**src/rtl/alu_pkg.sv**
```systemverilog
// Shared ALU definitions: operation and sequencer state encodings, plus the
// 1-bit ALU slice function used by the serial sequencer and the combinational ALU.
package alu_pkg;

  typedef enum logic [2:0] {
    ALU_ADD  = 3'b000,
    ALU_SUB  = 3'b001,
    ALU_XOR  = 3'b010,
    ALU_SLT  = 3'b011,
    ALU_AND  = 3'b100,
    ALU_NAND = 3'b101,
    ALU_NOR  = 3'b110,
    ALU_OR   = 3'b111
  } alu_op_e;

  typedef enum logic [1:0] {
    ST_IDLE   = 2'b00,
    ST_RUN    = 2'b01,
    ST_SLTFIX = 2'b10,
    ST_DONE   = 2'b11
  } seq_state_e;

  // Operations that go through the adder and produce carry/overflow.
  function automatic logic is_arith(input alu_op_e op);
    return (op == ALU_ADD) || (op == ALU_SUB) || (op == ALU_SLT);
  endfunction

  // Operations that add the inverted b operand with an initial carry of 1.
  function automatic logic is_subtract(input alu_op_e op);
    return (op == ALU_SUB) || (op == ALU_SLT);
  endfunction

  // One bit of the ALU: returns {cout, result}. SUB/SLT invert b here.
  function automatic logic [1:0] alu_slice(input logic a, input logic b,
                                           input logic cin, input alu_op_e op);
    logic bb;
    logic r;
    logic c;
    bb = is_subtract(op) ? ~b : b;
    r  = 1'b0;
    c  = 1'b0;
    case (op)
      ALU_ADD, ALU_SUB, ALU_SLT: begin
        r = a ^ bb ^ cin;
        c = (a & bb) | (cin & (a ^ bb));
      end
      ALU_XOR:  r = a ^ b;
      ALU_AND:  r = a & b;
      ALU_NAND: r = ~(a & b);
      ALU_NOR:  r = ~(a | b);
      ALU_OR:   r = a | b;
      default:  r = 1'b0;
    endcase
    return {c, r};
  endfunction

endpackage

```
**src/rtl/alu_seq_shiftreg.sv**
```systemverilog
// Loadable right-shift register: load has priority over shift, new bits
// enter at the MSB end so an LSB-first stream ends up in natural order.
module alu_seq_shiftreg #(
  parameter int WIDTH = 32
) (
  input  logic             clk,
  input  logic             reset,
  input  logic             load,
  input  logic             shift,
  input  logic             sin,
  input  logic [WIDTH-1:0] din,
  output logic [WIDTH-1:0] q
);

  // Register: parallel load, else shift right by one inserting sin at the MSB.
  always_ff @(posedge clk or posedge reset) begin
    if (reset) begin
      q <= '0;
    end else if (load) begin
      q <= din;
    end else if (shift) begin
      q <= {sin, q[WIDTH-1:1]};
    end
  end

endmodule

```
**src/rtl/alu_serial_sequencer.sv**
```systemverilog
// Bit-serial ALU sequencer: one shared 1-bit slice processes the operands
// LSB-first, one bit per clock, with a carry flip-flop and an SLT fix-up pass.
// Build option: ALU_SEQ_LOGIC_BYPASS_EN computes XOR/AND/NAND/NOR/OR
// word-parallel at accept and skips the serial pass (results unchanged).
module alu_serial_sequencer
  import alu_pkg::*;
#(
  parameter int WIDTH = 32
) (
  input  logic             clk,
  input  logic             reset,
  input  logic             start,
  input  logic [2:0]       op,
  input  logic [WIDTH-1:0] a,
  input  logic [WIDTH-1:0] b,
  output logic             busy,
  output logic             done,
  output logic [WIDTH-1:0] result,
  output logic             carryout,
  output logic             overflow,
  output logic             zero,
  output logic [1:0]       dbg_state
);

  // Handshake: start is sampled only when idle and no done pulse is showing;
  // an accepted start raises busy from the next cycle through the done cycle
  // inclusive. done is a one-cycle pulse; result and flags are valid then and
  // held until the next accept. start at any other time is dropped.

  localparam int CW = (WIDTH > 1) ? $clog2(WIDTH) : 1;
  localparam logic [CW-1:0] LAST_BIT = CW'(WIDTH - 1);

  seq_state_e       state_q, state_d;
  alu_op_e          op_in;
  alu_op_e          op_q;
  logic [CW-1:0]    cnt_q;
  logic             carry_q;
  logic             done_q, carryout_q, overflow_q, zero_q;
  logic             accept, running, last_bit, bypass;
  logic             slice_res, slice_cout;
  logic [WIDTH-1:0] a_sr, b_sr, res_sr;
  logic [WIDTH-1:0] logic_word;
  logic             res_load;
  logic [WIDTH-1:0] res_din;
  logic             unused_operand_msbs;

  assign op_in    = alu_op_e'(op);
  assign accept   = (state_q == ST_IDLE) && start && !done_q;
  assign running  = (state_q == ST_RUN);
  assign last_bit = running && (cnt_q == LAST_BIT);

  assign {slice_cout, slice_res} = alu_slice(a_sr[0], b_sr[0], carry_q, op_q);

`ifdef ALU_SEQ_LOGIC_BYPASS_EN
  // Word-parallel result for the pure logic operations, taken at accept.
  always_comb begin
    logic_word = '0;
    case (op_in)
      ALU_XOR:  logic_word = a ^ b;
      ALU_AND:  logic_word = a & b;
      ALU_NAND: logic_word = ~(a & b);
      ALU_NOR:  logic_word = ~(a | b);
      ALU_OR:   logic_word = a | b;
      default:  logic_word = '0;
    endcase
  end
  assign bypass = accept && !is_arith(op_in);
`else
  assign logic_word = '0;
  assign bypass     = 1'b0;
`endif

  // Result register load: bypass word at accept, or the SLT fix-up value.
  // A bypassed logic op passes through SLTFIX as a settle cycle but is not
  // rewritten there because op_q is not SLT.
  assign res_load = bypass || ((state_q == ST_SLTFIX) && (op_q == ALU_SLT));
  assign res_din  = bypass ? logic_word
                           : {{(WIDTH-1){1'b0}}, res_sr[WIDTH-1] ^ overflow_q};

  // Operand registers are consumed at the LSB only; the upper bits just shift.
  assign unused_operand_msbs = ^{a_sr[WIDTH-1:1], b_sr[WIDTH-1:1]};

  alu_seq_shiftreg #(.WIDTH(WIDTH)) u_a_sr (
    .clk   (clk),
    .reset (reset),
    .load  (accept),
    .shift (running),
    .sin   (1'b0),
    .din   (a),
    .q     (a_sr)
  );

  alu_seq_shiftreg #(.WIDTH(WIDTH)) u_b_sr (
    .clk   (clk),
    .reset (reset),
    .load  (accept),
    .shift (running),
    .sin   (1'b0),
    .din   (b),
    .q     (b_sr)
  );

  alu_seq_shiftreg #(.WIDTH(WIDTH)) u_res_sr (
    .clk   (clk),
    .reset (reset),
    .load  (res_load),
    .shift (running),
    .sin   (slice_res),
    .din   (res_din),
    .q     (res_sr)
  );

  // FSM state register.
  always_ff @(posedge clk or posedge reset) begin
    if (reset) begin
      state_q <= ST_IDLE;
    end else begin
      state_q <= state_d;
    end
  end

  // FSM next state: IDLE -> RUN -> (SLTFIX) -> DONE -> IDLE.
  always_comb begin
    state_d = state_q;
    case (state_q)
      ST_IDLE: begin
        if (accept) begin
          state_d = bypass ? ST_SLTFIX : ST_RUN;
        end
      end
      ST_RUN: begin
        if (cnt_q == LAST_BIT) begin
          state_d = (op_q == ALU_SLT) ? ST_SLTFIX : ST_DONE;
        end
      end
      ST_SLTFIX: state_d = ST_DONE;
      ST_DONE:   state_d = ST_IDLE;
      default:   state_d = ST_IDLE;
    endcase
  end

  // Serial datapath control: op latch, bit counter, carry FF and arithmetic flags.
  always_ff @(posedge clk or posedge reset) begin
    if (reset) begin
      op_q       <= ALU_ADD;
      cnt_q      <= '0;
      carry_q    <= 1'b0;
      carryout_q <= 1'b0;
      overflow_q <= 1'b0;
    end else if (accept) begin
      op_q    <= op_in;
      cnt_q   <= '0;
      carry_q <= is_subtract(op_in);
      if (bypass) begin
        carryout_q <= 1'b0;
        overflow_q <= 1'b0;
      end
    end else if (running) begin
      cnt_q   <= cnt_q + 1'b1;
      carry_q <= slice_cout;
      if (last_bit) begin
        // carry_q still holds the carry into the MSB here.
        carryout_q <= is_arith(op_q) & slice_cout;
        overflow_q <= is_arith(op_q) & (carry_q ^ slice_cout);
      end
    end
  end

  // Completion outputs: done pulse and zero flag leave the DONE state together.
  always_ff @(posedge clk or posedge reset) begin
    if (reset) begin
      done_q <= 1'b0;
      zero_q <= 1'b0;
    end else begin
      done_q <= (state_q == ST_DONE);
      if (state_q == ST_DONE) begin
        zero_q <= (res_sr == '0);
      end
    end
  end

  assign busy      = (state_q != ST_IDLE) || done_q;
  assign done      = done_q;
  assign result    = res_sr;
  assign carryout  = carryout_q;
  assign overflow  = overflow_q;
  assign zero      = zero_q;
  assign dbg_state = state_q;

endmodule

```
**config.mk**
```make
export PLATFORM = sky130hd
export DESIGN_NAME = alu_serial_sequencer
export DESIGN_NICKNAME = d
export VERILOG_FILES = /design/src/rtl/alu_pkg.sv /design/src/rtl/alu_seq_shiftreg.sv /design/src/rtl/alu_serial_sequencer.sv
export SDC_FILE = /design/constraint.sdc
export NUM_CORES = 1
export LEC_CHECK = 0
export CAP_MARGIN = 20
export CORE_MARGIN = 2
export CORE_UTILIZATION = 46
export CTS_CLUSTER_SIZE = 10
export DETAILED_ROUTE_END_ITERATION = 7
export PLACE_DENSITY_LB_ADDON = 0.12
export REMOVE_ABC_BUFFERS = 1
export SLEW_MARGIN = 20
export SYNTH_ARGS = -nofsm -noshare
export SYNTH_HDL_FRONTEND = slang
export SYNTH_SLANG_ARGS = --single-unit
```
**constraint.sdc**
```tcl
create_clock -name clk -period 3.5 [get_ports clk]
set_input_delay 0.525 -clock clk [delete_from_list [all_inputs] [get_ports clk]]
set_output_delay 0.525 -clock clk [all_outputs]
set_load 0.05 [all_outputs]
```
==> reports/qor.yml, run 1 <==
status:
  status: "complete, no violations"
job:
  cap_viol_max_count: 0
power_and_ir_drop:
  power_frac_seq_pct: 37.1
  power_frac_clock_pct: 14.1
  finalPower_mw: 5.97
  power.share.switching_pct: 40.5
  internal_power_mw: 3.55
  combPwrFrac_pct: 48.8
  peakVddDrop_v: 0.000583
  powerDensity_nw_per_um2: 908
  p_switching_mw: 2.42
  power_leakage_nw: 2.95
min_path:
  min_path_cells: 2
  holdCritPathClass: "reg -> reg"
die:
  die_h_microns: 110
  start_util_pct: 47.3
  die_area_sq_um: 12000
  core_sq_um: 10800
  chipWidth_microns: 110
  ioPinCount: 109
  num_rows: 38
grt:
  grt.overflow.total: 0
  grt_max_degree: 133
  grt_pass1_wl_mm: 16.4
  grt_usage_pct: 17.5
  grt_pass1_vias: 3513
  antenna_found_initial: 0
worst_setup_path:
  worstRegToRegCells: 5
  crit_arrival_ns: 2.16
  crit_buf_inv: 2
  cp_slowest_stage_delay_ns: 0.81
  path_depth: 4
  path_cells: "inv_1 > ha_1 > nand2b_1 > clkdlybuf4s50_1"
  startpoint_type: "flip-flop"
  critical_path_class: "reg -> out"
  required_ns: 2.97
  path_delay_family: "buffers and inverters"
  slowest_stage: "clkdlybuf4s50_1"
  endpoint_kind: "output port"
  cp_max_fo: 5
cells_and_area:
  stdcell_area_sq_um: 6580
  antennaDiodeCount: 0
  layout-drive-gt1-share_pct: 4.79
  fin_nets: 660
  nFillCells: 942
  syn_to_final_growth_pct: 28.3
placement:
  port_buffers: 108
  hpwl_mm: 6.89
  place_congestion: 0.770
  dpl-instance-area_sq_um: 6360
sta:
  fin_crit_ns: 2.68
  drv_slew: 0
  worst_slew_pin_slew_ns: 0.665
  setup_viol: 0
  period_share_pct: 76.7
  rsz0062_at_grt: "no"
  hold_viol_final: 0
  fmax_mhz: 373
  slew_headroom_pct: 55.7
  fin_skew_ns: 0.00753
route:
  vias: 3668
  vias_per_cell: 5.07
  routed_wl_mm: 9.96
  first_pass_iters: 4
  drcViolationCount: 0
  drtIter0Drc: 213
  ant_nets: 0
  wl_per_cell_microns: 13.8
clock_network:
  cts.repair.resized: 0
  clkLatencyLatePin_ns: 0.36
  root_buffer: "clkbuf_8"
  postCtsSetupRepairBufs: 0
  clock_sinks: 111
  htreeDepth: 3
  clk_pin_slew_ns: 0.10
  numCtsBuffers: 9
  cts_tree: "yes"
  holdBufCountCts: 0
  ctsLongestPathBuffers: 2
logic_synthesis:
  synth_edf_count: 0
  yosys_most_used_dff: "dfrtp_1"
  async_flop_share_pct: 100
  yosys_register_bits: 111
  synth_cell_types: 28
  syn_area_sq_um: 5130
  postSynthCellCount: 481
  synth_warnings: 0
  avgSynthCellArea_sq_um: 10.7
  ys_seq_area_share_pct: 54.2
==> Yosys cell counts, drive strengths merged (2+ instances only) <==
cell,count,area (sq um)
clkbuf,13,48.8
nand3,2,10.0
o21ai,4,20.0
or4,2,15.0
nor4b,2,17.5
mux2i,99,991
nand4,2,12.5
buf,17,85.1
nor4,5,31.3
nor2,99,372
a21oi,66,330
xor2,4,35.0
xnor2,3,26.3
inv,10,37.5
nor2b,3,18.8
nand3b,3,22.5
ha,10,125
nor3,2,10.0
and3,2,12.5
dfrtp,111,2780
nand2,15,56.3
==> power groups by stage <==
stage                     Sequential [mW]  Clock, mW  Combinational, mW
after floorplan                      2.66          0               1.92
after global placement               2.22          0               2.86
after detailed placement             2.24          0               2.95
after CTS                            2.22      0.869               2.95
after global routing                 2.29      0.925               3.20
final                                2.22      0.842               2.91
==> worst register-to-register path, cell delays in order, from the launching register on <==
cell and delay [ns]:
dfrtp_1 0.43, inv_1 0.20, ha_4 0.60, buf_4 0.40
mux2i_1 0.23, a21oi_1 0.09
==> layout by cell type, fill, tap and decap left out, drive strengths merged <==
cell type and count:
a211oi 1, a21boi 1, a21oi 66, and3 2
buf 9, bufinv 2, clkbuf 11, clkdlybuf4s50 108
clkinv 2, clkinvlp 1, dfrtp 111, fa 1
ha 10, inv 10, mux2 1, mux2i 99
nand2 15, nand2b 1, nand3 2, nand3b 3
nand4 2, nor2 99, nor2b 3, nor3 2
nor4 5, nor4b 2, o21ai 4, o22ai 1
o41ai 1, or4 2, xnor2 3, xor2 4
==> per-layer routing <==
metal  wire length, microns  share of wire (%)  vias up  global-route usage, %
met4                    115                1.2        0                   5.97
met3                    471                4.7        9                   3.14
met5                      0                  0        -                      0
met1                   4770                 48     1725                   24.7
li1                       -                  -     1846                      -
met2                   4600                 46       88                   27.2
==> path summary, 6_finish.rpt <==
kind / slack, ns / startpoint / end
worst min-delay path: 0.52 / u_b_sr.q[31] / u_b_sr.q[31]
worst max register to register: 1.41 / dbg_state[1] / u_a_sr.q[17]
worst min register to register: 0.52 / u_b_sr.q[31] / u_b_sr.q[31]
max in group asynchronous: 2.12 / reset / u_res_sr.q[2]
min in group asynchronous: 0.60 / reset / u_a_sr.q[14]
worst max-delay path: 0.82 / dbg_state[0] / busy
==> metrics by stage <==
step	utilization (%)	cells	hold slack, ns	TNS (ns)	setup slack [ns]
global route	60.7	724	0.562	0	0.681
floorplan	-	451	0.479	-144.79	-1.74
CTS	60.7	724	0.530	0	0.790
global placement	58.7	708	0.494	0	1.29
detailed placement	58.7	708	0.506	0	1.19
finish	60.7	724	0.523	0	0.816
==> area by class of cell <==
cell class              instances  area [sq um]  area share [%]
clock inverters                 5          81.3            1.24
inverters                      10          40.0           0.608
flip-flops and latches        111          2780            42.2
repair buffers                117          1170            17.8
well taps                     140           175            2.66
clock buffers                  11           141            2.15
multi-input cells             330          2190            33.3
==> sequential cells by signal, indices dropped and copies added (netlist names), 2 cells and up <==
name,flops
u_a_sr.q,32
u_b_sr.q,32
op_q,3
dbg_state,2
cnt_q,5
u_res_sr.q,32
==> logic make-up after synthesis <==
kind of cell / share of synthesized area, %
and+or+nand+nor: 11.4
DFF: 54.2
muxes: 19.5
AOI/OAI and AO/OA: 7.54
buffers and inverters: 3.34
adders and majority gates: 2.83
xor gates and xnor gates: 1.20
No activity file was read; power rests on OpenSTA's default activity.
==> run 2: changes to the inputs <==
Clock period 3.5 ns to 2.2 ns, I/O delays scaled along.
==> run 2 against run 1 <==
Compared with the run above: hold slack worse by 0.27 ns; critical endpoint is now dbg_state[0]; sequential share of layout area rose by 0.064 points; register-to-register slack got worse by 1.2 ns; largest cell class unchanged; final cell count decreased by 0.28%; die area is the same; via count is 0.19% higher; clock power rose by 32%; first-iteration DRC count fell by 37%; utilization shrank 0.092 points; worst setup slack worse by 0.66 ns.
==> reports/qor.yml, run 2 (synthesized netlist as in run 1, its figures left out) <==
cells_and_area:
  fin_cells: 722  # was 724
  layout-drive-gt1-share_pct: 4.81  # was 4.79%
  antennaDiodeCount: 0  # unchanged
  most-common-layout-cells: "111 x dfrtp_1, 107 x clkdlybuf4s50_1, 99 x mux2i_1, 99 x nor2_1, 66 x a21oi_1"  # was 111 x dfrtp_1, 108 x clkdlybuf4s50_1, 99 x mux2i_1, 99 x nor2_1, 66 x a21oi_1
  fin_nets: 661  # was 660
  nFillCells: 910  # was 942
  layout.cells.most_common: "dfrtp_1"  # unchanged
  syn_to_final_growth_pct: 28.1  # was 28.3%
  top_regs: "u_a_sr.q: 32 flops, u_b_sr.q: 32 flops, u_res_sr.q: 32 flops"  # unchanged
  utilization_pct: 60.6  # was 60.7%
  stdcell_area_sq_um: 6570  # was 6580 sq um
min_path:
  holdCritPathClass: "in -> async"  # was reg -> reg
clock_network:
  clock_sinks: 111  # unchanged
  root_buffer: "clkbuf_8"  # unchanged
  cts.repair.resized: 0  # unchanged
  clk_pin_slew_ns: 0.09  # was 0.10 ns
  ctsLongestPathBuffers: 2  # unchanged
  postCtsSetupRepairBufs: 0  # unchanged
  cts_tree: "yes"  # unchanged
  htreeDepth: 3  # unchanged
  numCtsBuffers: 9  # unchanged
  clkLatencyLatePin_ns: 0.37  # was 0.36 ns
  holdBufCountCts: 0  # unchanged
worst_setup_path:
  path_delay_family: "buffers and inverters"  # unchanged
  crit_buf_inv: 1  # was 2
  required_ns: 1.87  # was 2.97 ns
  cp_slowest_stage_delay_ns: 0.85  # was 0.81 ns
  startpoint_type: "flip-flop"  # unchanged
  cp_max_fo: 5  # unchanged
  endpoint_kind: "output port"  # unchanged
  rr_startpoint: "dbg_state[0]"  # was dbg_state[1]
  worstRegToRegCells: 6  # was 5
  path_cells: "clkdlybuf4s50_1"  # was inv_1 > ha_1 > nand2b_1 > clkdlybuf4s50_1
  crit_arrival_ns: 1.71  # was 2.16 ns
  r2r_slack_ns: 0.23  # was 1.41 ns
  critical_path_class: "reg -> out"  # unchanged
  r2r-end: "dbg_state[0]"  # was u_a_sr.q[17]
  slowest_stage: "clkdlybuf4s50_1"  # unchanged
grt:
  grt_max_degree: 133  # unchanged
  grt_pass1_wl_mm: 16.6  # was 16.4 mm
  grt_usage_pct: 17.9  # was 17.5%
  antenna_found_initial: 0  # unchanged
  grt_pass1_vias: 3480  # was 3513
  grt.overflow.total: 0  # unchanged
sta:
  setup_tns_ns: 0  # unchanged
  setup_slack_ns: 0.161  # was 0.816 ns
  holdWs_ns: 0.250  # was 0.523 ns
  fin_skew_ns: 0.00652  # was 0.00753 ns
  slew_headroom_pct: 64.0  # was 55.7%
  rsz0062_at_grt: "no"  # unchanged
  setup_viol: 0  # unchanged
  hold_viol_final: 0  # unchanged
  worst_slew_pin_slew_ns: 0.540  # was 0.665 ns
  period_share_pct: 92.7
  fmax_mhz: 490
  fin_crit_ns: 2.04
  drv_slew: 0  # unchanged
placement:
  hpwl_mm: 7.08  # was 6.89 mm
  dp_cells: 709  # was 708
  place_ws_ns: 0.366  # was 1.19 ns
  place_congestion: 0.749  # was 0.770
  port_buffers: 108  # unchanged
  dpl-instance-area_sq_um: 6400  # was 6360 sq um
route:
  wl_per_cell_microns: 14.1  # was 13.8 microns
  drcViolationCount: 0  # unchanged
  first_pass_iters: 6  # was 4
  vias_per_cell: 5.09  # was 5.07
  routed_wl_mm: 10.2  # was 9.96 mm
  drtIter0Drc: 135  # was 213
  ant_nets: 0  # unchanged
  vias: 3675  # was 3668
power_and_ir_drop:
  finalPower_mw: 9.32  # was 5.97 mW
  powerDensity_nw_per_um2: 1420  # was 908 nW/um^2
  power_leakage_nw: 2.95  # about the same
  peakVddDrop_v: 0.000915  # was 0.000583 V
die:
  die_h_microns: 110  # unchanged
  die_area_sq_um: 12000  # unchanged
  num_rows: 38  # unchanged
  start_util_pct: 47.3  # unchanged
  core_sq_um: 10800  # unchanged
  ioPinCount: 109  # unchanged
  chipWidth_microns: 110  # unchanged
job:
  cap_viol_max_count: 0  # unchanged
status:
  status: "complete, no violations"  # unchanged
-- run 2: changes by cell type in the layout (fill, tap and decap cells not counted), sizes merged --
cell           delta
clkbuf            +1
clkinvlp          -1
clkinv            -1
buf               +2
bufinv            -2
clkdlybuf4s50     -1
-- run 2: metal layers --
| metal | vias up | share of wire (%) | GRT usage (%) |
|---|---|---|---|
| met4 | 0 | 1.7 | 7.05 |
| met1 | 1727 | 47 | 24.3 |
| met3 | 13 | 5.2 | 3.62 |
| met5 | - | 0 | 0 |
| li1 | 1846 | - | - |
| met2 | 89 | 46 | 28.3 |
-- run 2: area by class of cell --
type                            instances  area (sq um)  area share (%)
Sequential cell                       111          2780            42.3
Clock inverter                          1          5.00          0.0762
Tap cell                              140           175            2.67
Multi-Input combinational cell        330          2190            33.4
Inverter                               10          40.0           0.609
Clock buffer                           12           165            2.51
Timing Repair Buffer                  118          1220            18.5
-- run 2: how the worst max path moves through the flow --
stage,from,end,cells past startpoint
2_1_floorplan,dbg_state[1],overflow,4
3_3_place_gp,dbg_state[0],zero,5
3_5_place_dp,dbg_state[0],u_b_sr.q[11],6
4_1_cts,dbg_state[0],dbg_state[0],1
5_1_grt,dbg_state[0],dbg_state[0],6
6_report,dbg_state[0],dbg_state[0],1
-- run 2: where the power goes --
group | leakage, nW | switching, mW | internal, mW
Clock | 0.0902 | 0.630 | 0.485
Sequential | 1.31 | 0.611 | 2.92
Combinational | 1.55 | 2.59 | 2.09
Total | 2.95 | 3.83 | 5.49
==> run 3: changes to the inputs <==
Settings changed: REMOVE_ABC_BUFFERS 1 to not set.
==> run 3 against run 2 <==
Compared with the run above: clock power increased by 11%; non-clock buffer count increased by 1; die area unchanged; total power up 2.1%; register-to-register slack improved by 0.09 ns; hold slack gained 0.099 ns; critical endpoint unchanged.
==> reports/qor.yml, run 3 (synthesized netlist as in run 1, its figures left out) <==
power_and_ir_drop:
  powerDensity_nw_per_um2: 1430  # was 1420 nW/um^2
  peakVddDrop_v: 0.000705  # was 0.000915 V
  power_leakage_nw: 2.97  # was 2.95 nW
grt:
  grt_usage_pct: 18.3  # was 17.9%
  met2_usage_pct: 30.2  # was 28.3%
  grt.overflow.total: 0  # unchanged
  busiest_layer: "met2"  # unchanged
  use_met1_pct: 24.0  # was 24.3%
  grt_pass1_wl_mm: 17.2  # was 16.6 mm
  grt_pass1_vias: 3669  # was 3480
  antenna_found_initial: 0  # unchanged
  grtUsageMet3_pct: 2.73  # was 3.62%
  grt_max_degree: 85  # was 133
clock_network:
  root_buffer: "clkbuf_8"  # unchanged
  postCtsSetupRepairBufs: 0  # unchanged
  holdBufCountCts: 0  # unchanged
  cts.repair.resized: 0  # unchanged
  cts_tree: "yes"  # unchanged
  htreeDepth: 3  # unchanged
  numCtsBuffers: 9  # unchanged
  ctsLongestPathBuffers: 2  # unchanged
  clk_pin_slew_ns: 0.10  # was 0.09 ns
  clock_sinks: 111  # unchanged
  clkLatencyLatePin_ns: 0.37  # about the same
route:
  drtIter0Drc: 157  # was 135
  first_pass_iters: 4  # was 6
  vias: 3699  # was 3675
  wl_per_cell_microns: 14.3  # was 14.1 microns
  ant_nets: 0  # unchanged
  drcViolationCount: 0  # unchanged
  vias_per_cell: 5.10  # was 5.09
  routed_wl_mm: 10.3  # was 10.2 mm
die:
  die_h_microns: 110  # unchanged
  ioPinCount: 109  # unchanged
  chipWidth_microns: 110  # unchanged
  core_sq_um: 10800  # unchanged
  die_area_sq_um: 12000  # unchanged
  start_util_pct: 47.3  # unchanged
  num_rows: 38  # unchanged
sta:
  slew_headroom_pct: 64.3  # was 64.0%
  period_share_pct: 92.5  # was 92.7%
  drv_slew: 0  # unchanged
  rsz0062_at_grt: "no"  # unchanged
  fin_skew_ns: 0.0105  # was 0.00652 ns
  holdWs_ns: 0.349  # was 0.250 ns
  setup_tns_ns: 0  # unchanged
  worst_slew_pin_slew_ns: 0.534  # was 0.540 ns
  hold_viol_final: 0  # unchanged
  setup_viol: 0  # unchanged
  fin_crit_ns: 2.04  # about the same
  fmax_mhz: 491  # was 490 MHz
worst_setup_path:
  cp_slowest_stage_delay_ns: 0.87  # was 0.85 ns
  path_delay_family: "buffers and inverters"  # unchanged
  startpoint_type: "flip-flop"  # unchanged
  critical_path_class: "reg -> out"  # unchanged
  path_cells: "clkdlybuf4s50_1"  # unchanged
  cp_max_fo: 5  # unchanged
  slowest_stage: "clkdlybuf4s50_1"  # unchanged
  r2r_slack_ns: 0.32  # was 0.23 ns
  crit_buf_inv: 1  # unchanged
  endpoint_kind: "output port"  # unchanged
  path_depth: 1  # unchanged
  crit_arrival_ns: 1.71  # about the same
  worstRegToRegCells: 6  # unchanged
  required_ns: 1.87  # about the same
job:
  cap_viol_max_count: 0  # unchanged
cells_and_area:
  fin_nets: 662  # was 661
  utilization_pct: 61.3  # was 60.6%
  layout.cells.most_common: "dfrtp_1"  # unchanged
  antennaDiodeCount: 0  # unchanged
  most-common-layout-cells: "111 x dfrtp_1, 107 x clkdlybuf4s50_1, 99 x mux2i_1, 99 x nor2_1, 66 x a21oi_1"  # unchanged
  stdcell_area_sq_um: 6650  # was 6570 sq um
  fin_cells: 725  # was 722
  nFillCells: 956  # was 910
  top_regs: "u_a_sr.q: 32 flops, u_b_sr.q: 32 flops, u_res_sr.q: 32 flops"  # unchanged
  syn_to_final_growth_pct: 29.6  # was 28.1%
  layout-drive-gt1-share_pct: 5.13  # was 4.81%
placement:
  port_buffers: 108  # unchanged
  hpwl_mm: 7.39  # was 7.08 mm
  dp_cells: 710  # was 709
  dpl-instance-area_sq_um: 6450  # was 6400 sq um
  place_congestion: 0.772  # was 0.749
min_path:
  holdCritPathClass: "in -> async"  # unchanged
logic_synthesis:
  syn-num-nets: 562
status:
  status: "complete, no violations"  # unchanged
==> run 3: cell count changes in the layout (fill, tap and decap cells not counted), sizes merged <==
cell,before,now
inv,10,9
buf,11,12
bufinv,0,1
clkinvlp,0,2
==> run 3: stage by stage <==
stage / worst slack [ns] / power (mW)
5_1_grt: 0.0910 / 10.2
6_report: 0.164 / 9.52
4_1_cts: 0.128 / 9.60
3_5_place_dp: 0.361 / 8.37
2_1_floorplan: 0.135 / 7.00
3_3_place_gp: 0.420 / 8.19
==> run 3: power breakdown <==
group          internal (mW)  total (mW)  switching, mW  leakage [nW]
Sequential              2.92        3.54          0.619          1.31
Clock                  0.582        1.23          0.652        0.0985
Combinational           2.14        4.74           2.61          1.56
Total                   5.64        9.52           3.88          2.97
==> run 3: layer usage <==
layer  share of wire (%)  up-vias  routed length [microns]
li1                    -     1847                        -
met1                  46     1763                     4740
met5                   0        -                        0
met2                  48       76                     4990
met3                 3.8       13                      392
met4                 2.1        0                      217
==> run 3: cell type report <==
class                   instances  area, sq um  share of cell area [%]
clock buffers                  12          155                    2.33
clock inverters                 3         42.5                   0.640
inverters                      10         41.3                   0.621
multi-input cells             330         2190                    33.0
flip-flops and latches        111         2780                    41.8
well taps                     140          175                    2.64
repair buffers                119         1260                    19.0
==> run 3: path summary, 6_finish.rpt <==
kind                                    from              to
worst max-delay path            dbg_state[0]    dbg_state[0]
worst min-delay path                   reset  u_res_sr.q[25]
worst max register to register       op_q[2]  u_res_sr.q[31]
worst min register to register      carryout        carryout
max in group asynchronous              reset    u_a_sr.q[22]
min in group clk                       op[1]         op_q[1]
